===== src/rtl/dec_drive_seq.sv =====
// Sequencer for the 2x4 negative-enable decoder: drives one code (single)
// or codes 0..3 (scan), holds each for a dwell time and captures the
// downstream function result per code.
module dec_drive_seq #(
  parameter int unsigned CNT_W = 8
) (
  input  logic             clk,
  input  logic             rst_n,
  input  logic             start,
  input  logic             abort,
  input  logic             mode,
  input  logic [1:0]       code_in,
  input  logic [CNT_W-1:0] dwell,
  input  logic             fb_in,
  output logic [1:0]       sel,
  output logic             en_n,
  output logic             busy,
  output logic             done,
  output logic [3:0]       result
);

  typedef enum logic [1:0] {
    ST_IDLE  = 2'd0,
    ST_DRIVE = 2'd1,
    ST_DONE  = 2'd2
  } state_e;

  state_e           state_q, state_d;
  logic [1:0]       sel_q, sel_d;
  logic             en_n_q, en_n_d;
  logic             busy_q, busy_d;
  logic             done_q, done_d;
  logic [3:0]       result_q, result_d;
  logic [CNT_W-1:0] cnt_q, cnt_d;
  logic             mode_q, mode_d;
  logic [CNT_W-1:0] dwell_eff_q, dwell_eff_d;
  logic [CNT_W-1:0] dwell_eff_in;

  // A dwell of zero is treated as a single cycle
  assign dwell_eff_in = (dwell == '0) ? CNT_W'(1) : dwell;

  // State register; async reset releases the decoder (en_n high) at once
  always_ff @(posedge clk or negedge rst_n) begin
    if (!rst_n) begin
      state_q     <= ST_IDLE;
      sel_q       <= '0;
      en_n_q      <= 1'b1;
      busy_q      <= 1'b0;
      done_q      <= 1'b0;
      result_q    <= '0;
      cnt_q       <= '0;
      mode_q      <= 1'b0;
      dwell_eff_q <= CNT_W'(1);
    end else begin
      state_q     <= state_d;
      sel_q       <= sel_d;
      en_n_q      <= en_n_d;
      busy_q      <= busy_d;
      done_q      <= done_d;
      result_q    <= result_d;
      cnt_q       <= cnt_d;
      mode_q      <= mode_d;
      dwell_eff_q <= dwell_eff_d;
    end
  end

  // Next-state and registered-output logic
  always_comb begin
    state_d     = state_q;
    sel_d       = sel_q;
    en_n_d      = en_n_q;
    busy_d      = busy_q;
    done_d      = 1'b0;
    result_d    = result_q;
    cnt_d       = cnt_q;
    mode_d      = mode_q;
    dwell_eff_d = dwell_eff_q;

    case (state_q)
      ST_IDLE: begin
        en_n_d = 1'b1;
        busy_d = 1'b0;
        if (start && !abort) begin
          mode_d      = mode;
          dwell_eff_d = dwell_eff_in;
          result_d    = '0;
          sel_d       = mode ? 2'd0 : code_in;
          cnt_d       = dwell_eff_in - CNT_W'(1);
          en_n_d      = 1'b0;
          busy_d      = 1'b1;
          state_d     = ST_DRIVE;
        end
      end
      ST_DRIVE: begin
        if (abort) begin
          // Bit for the code in progress is left unwritten
          en_n_d  = 1'b1;
          busy_d  = 1'b0;
          state_d = ST_IDLE;
        end else if (cnt_q != '0) begin
          cnt_d = cnt_q - CNT_W'(1);
        end else begin
          result_d[sel_q] = fb_in;
          if (mode_q && (sel_q != 2'd3)) begin
            sel_d = sel_q + 2'd1;
            cnt_d = dwell_eff_q - CNT_W'(1);
          end else begin
            en_n_d  = 1'b1;
            busy_d  = 1'b0;
            done_d  = 1'b1;
            state_d = ST_DONE;
          end
        end
      end
      ST_DONE: begin
        en_n_d  = 1'b1;
        busy_d  = 1'b0;
        state_d = ST_IDLE;
      end
      default: begin
        en_n_d  = 1'b1;
        busy_d  = 1'b0;
        state_d = ST_IDLE;
      end
    endcase
  end

  assign sel    = sel_q;
  assign en_n   = en_n_q;
  assign busy   = busy_q;
  assign done   = done_q;
  assign result = result_q;

endmodule


===== config.mk =====
export PLATFORM = sky130hd
export DESIGN_NAME = dec_drive_seq
export DESIGN_NICKNAME = d
export VERILOG_FILES = /design/src/rtl/dec_drive_seq.sv
export SDC_FILE = /design/constraint.sdc
export NUM_CORES = 1
export LEC_CHECK = 0
export CAP_MARGIN = 10
export CORE_UTILIZATION = 47
export CTS_CLUSTER_DIAMETER = 50
export CTS_CLUSTER_SIZE = 24
export DETAILED_ROUTE_END_ITERATION = 6
export HOLD_SLACK_MARGIN = 0.12
export PLACE_DENSITY = 0.74
export SYNTH_ARGS = -nofsm -noshare
export SYNTH_HDL_FRONTEND = slang
export SYNTH_SLANG_ARGS = --single-unit

===== constraint.sdc =====
create_clock -name clk -period 2.5 [get_ports clk]
set_clock_uncertainty 0.2 [all_clocks]
set_input_delay 0.625 -clock clk [delete_from_list [all_inputs] [get_ports clk]]
set_output_delay 0.625 -clock clk [all_outputs]
set_load 0.05 [all_outputs]

==> results.md, run 1 <==
- Outcome: finished, final reports clean
- Final Hold Fails: 0
- CTS tree: built
- TritonRoute pass-1 iters: 4
- First-pass GRT wire length: approximately 6300 µm
- Routed vias: 1,416
- Post-synth top area share: a little over two fifths
- Post-synth EDFFs: 0
- Synth unique cells: 42
- Synth area leader: dfrtp_1
- Syn. warnings: 0
- Critical path type: reg -> reg
- Routed length per instance: 14.7 µm
- RSZ-0062 raised after global routing: true
- Die footprint: approximately 0.0035 mm²
- Total Neg Setup Slack: 0 ns
- Cell count after synthesis: 161
- N_diodes: 0
- CTS HTree Levels: 1
- CP Capture Type: flip-flop
- Synthesized area: 0.00155 mm²
- Total CTS buffers: 3
- Placed cells: approximately 250
- Vias in the first global route: ~1,400
- CTS Root Cell: clkbuf_4
- Die W: about 60 µm
- Met3 routed WL: around 170 µm
- Synth Net Count: 182
- Hold Path Depth: 1
- Detailed Route WL: 3830 µm
- Layout cells sized above 1: 29.6%
- Total power: between 1500 and 2000 µW
- DR top layer: met4
- # fillers: around 250
- Initial core utilization: 50.2%
- Clk buf depth: 2
- Static leakage: between 0.0009 and 0.001 µW
- Syn-to-layout area delta: 38.7%
- Pwr dens: roughly 720 mW/mm²
- Fraction of registers with async set/reset: 100%
- Core area: 0.00308 mm²
- Fin nets: 238
- Max-Cap Viols: 0
- Metal2 WL: approximately 2000 µm
- WP data required: between 2 and 3 ns
- Largest net degree at the start of global routing: 29
- Slew Limit Fails: 0
- Crit Path Max Fanout: 4
- CTS sink cnt: 28
- RePlAce Congestion: between 0.9 and 1
- Drt drc: 0
- Worst slew margin: roughly two thirds
- Main synth FF type: dfrtp_1
- Vias per cell: 5.45
- Antenna viol nets, final: 0
- Die Span Y: between 50 and 60 µm
- GRT overflow: 0
- Final std cells w/o fill: 260
- HP Class: reg -> reg
- Final number of setup-violating endpoints: 0
- R2R depth: 6
- Worst IR Drop VDD: about 0.47 mV
- FMAX: 403 MHz
- Starting DRT DRC Count: just under 60
- Synth top area cells: dfrtp_1 (42%), mux2_2 (5.8%), a21oi_1 (5.2%)
- Commonest cells in the synthesized netlist: dfrtp_1 (26), nand2_1 (17), nor2_1 (17)
- Port Buf Inserts: 24
- # IOs: 25
- Min Tclk post-route: 2.48 ns
- Mean Syn Cell Area: about 9.6 µm²
- Total global-route track usage: a little under a quarter
- Fin crit share: between 90 and 100%
- Worst path arrival time: around 2.5 ns
- Skew-Pair Late Insertion Delay: between 0.3 and 0.4 ns
- Hold Buf Count CTS: 0
- DRT met1 WL: between 1500 and 2000 µm
- Initial antenna violation count: 0
- CP Launch Type: flip-flop
- Leading cell type by number of instances after synthesis: dfrtp_1
- Least-Margin Pin Slew: approximately 0.5 ns
- Seq/Total Area, Yosys: 45.5%
- Row cnt: 20
- Synth Register Bits: 28
- HPWL Detailed: 2800 µm
- CTS clk-pin slew, worst paths: roughly 0.14 ns
## cell type report
class | count | area, µm² | area share [%]
multi-input combinational | 122 | 838 | 39.1
sequential | 28 | 703 | 32.8
timing repair buffer | 57 | 492 | 22.9
tap | 44 | 55.1 | 2.57
clock buffer | 4 | 36.3 | 1.69
inverter | 5 | 18.8 | 0.876
## where the power goes
part / leakage (µW) / internal (µW) / switching, µW / total (µW)
combinational: 0.000558 / 285 / 352 / 637
clock: 0.0000210 / 89.3 / 132 / 222
sequential: 0.000341 / 567 / 117 / 684
## cell families after synthesis
logic type                 share of synthesized area [%]
AOI/OAI and AO/OA                                   15.1
xor gates and xnor gates                            2.83
adders and majority gates                           4.05
buffers and inverters                               3.97
DFF                                                 45.5
muxes                                               6.48
and+or+nand+nor                                     22.0
## path summary, 6_finish.rpt
kind / from / end / slack, ns
min in group asynchronous: rst_n / done / 0.45
worst min register to register: mode_q / mode_q / 0.33
worst max register to register: cnt_q[2] / cnt_q[7] / 0.02
worst max-delay path: cnt_q[2] / cnt_q[7] / 0.02
worst min-delay path: mode_q / mode_q / 0.33
max in group asynchronous: rst_n / dwell_eff_q[0] / 1.34
## metal layers
metal | global-route usage (%) | up-vias
met5 | 0 | -
met4 | 9.52 | 0
met3 | 3.06 | 7
met2 | 41.9 | 45
met1 | 29.8 | 683
li1 | - | 681
## stage by stage
stage,area [µm²],utilization [%],hold slack (ns),setup WS [ns]
6_report,2140,69.6,0.333,0.0195
5_1_grt,2140,69.6,0.356,-0.0342
4_1_cts,2090,68.0,0.329,0.0532
3_5_place_dp,2020,65.8,0.301,-0.564
3_3_place_gp,2020,65.8,0.299,-0.489
2_1_floorplan,1550,-,0.129,0.0520
## cell usage in the layout, fill, tap and decap left out, types with 2 or more instances in the layout
| cell type | n |
|---|---|
| buf_4 | 33 |
| o22ai_1 | 2 |
| ha_1 | 5 |
| a31oi_1 | 4 |
| nand3_1 | 6 |
| nand2b_1 | 2 |
| nor3_1 | 4 |
| dfstp_2 | 2 |
| nand2_1 | 17 |
| dlygate4sd2_1 | 7 |
| inv_1 | 4 |
| nor4_2 | 2 |
| xnor2_1 | 2 |
| nor3_2 | 2 |
| and2_1 | 2 |
| clkbuf_4 | 3 |
| clkdlybuf4s50_1 | 15 |
| o21ai_0 | 7 |
| mux2_2 | 8 |
| nor3b_1 | 2 |
| xor2_1 | 3 |
| dfrtp_1 | 26 |
| a21oi_1 | 16 |
| nor2_1 | 17 |
## what timing repair did
item                                   in CTS  in global routing
setup endpoints to repair                   4                  4
pin swaps                                   4                  1
endpoints found under the hold margin       0                  0
gates cloned                                0                  0
gates resized for setup                    11                  6
setup buffers                               2                  3
## critical path, stage by stage, from the launching register on
cell      delay (ns)
dfrtp_1         0.46
or4b_4          0.56
o31ai_4         0.08
o221ai_2        0.14
or3_4           0.34
or4_1           0.47
a31oi_1         0.16
## registers in the layout, summed over array words and instances (netlist names)
signal / flops
state_q: 2
result: 4
sel: 2
dwell_eff_q: 8
mode_q: 1
en_n: 1
busy: 1
cnt_q: 8
done: 1
Note: power is estimated with default switching activity, not from simulation.
==> run 2, diff against run 1 <==
--- a/config.mk
+++ b/config.mk
@@ -8,8 +8,9 @@
 export CAP_MARGIN = 10
 export CORE_UTILIZATION = 47
 export CTS_CLUSTER_DIAMETER = 50
-export CTS_CLUSTER_SIZE = 24
 export DETAILED_ROUTE_END_ITERATION = 6
+export GPL_ROUTABILITY_DRIVEN = 0
+export GPL_TIMING_DRIVEN = 1
 export HOLD_SLACK_MARGIN = 0.12
 export PLACE_DENSITY = 0.74
 export SYNTH_ARGS = -nofsm -noshare
==> results of run 2 <==
Final layout, timing and power as in run 1 (identical DEF).
==> run 3, diff against run 2 <==
--- a/config.mk
+++ b/config.mk
@@ -5,6 +5,7 @@
 export SDC_FILE = /design/constraint.sdc
 export NUM_CORES = 1
 export LEC_CHECK = 0
+export ABC_CLOCK_PERIOD_IN_PS = 2500
 export CAP_MARGIN = 10
 export CORE_UTILIZATION = 47
 export CTS_CLUSTER_DIAMETER = 50
==> results of run 3 <==
Final layout, timing and power as in run 1 (identical DEF).
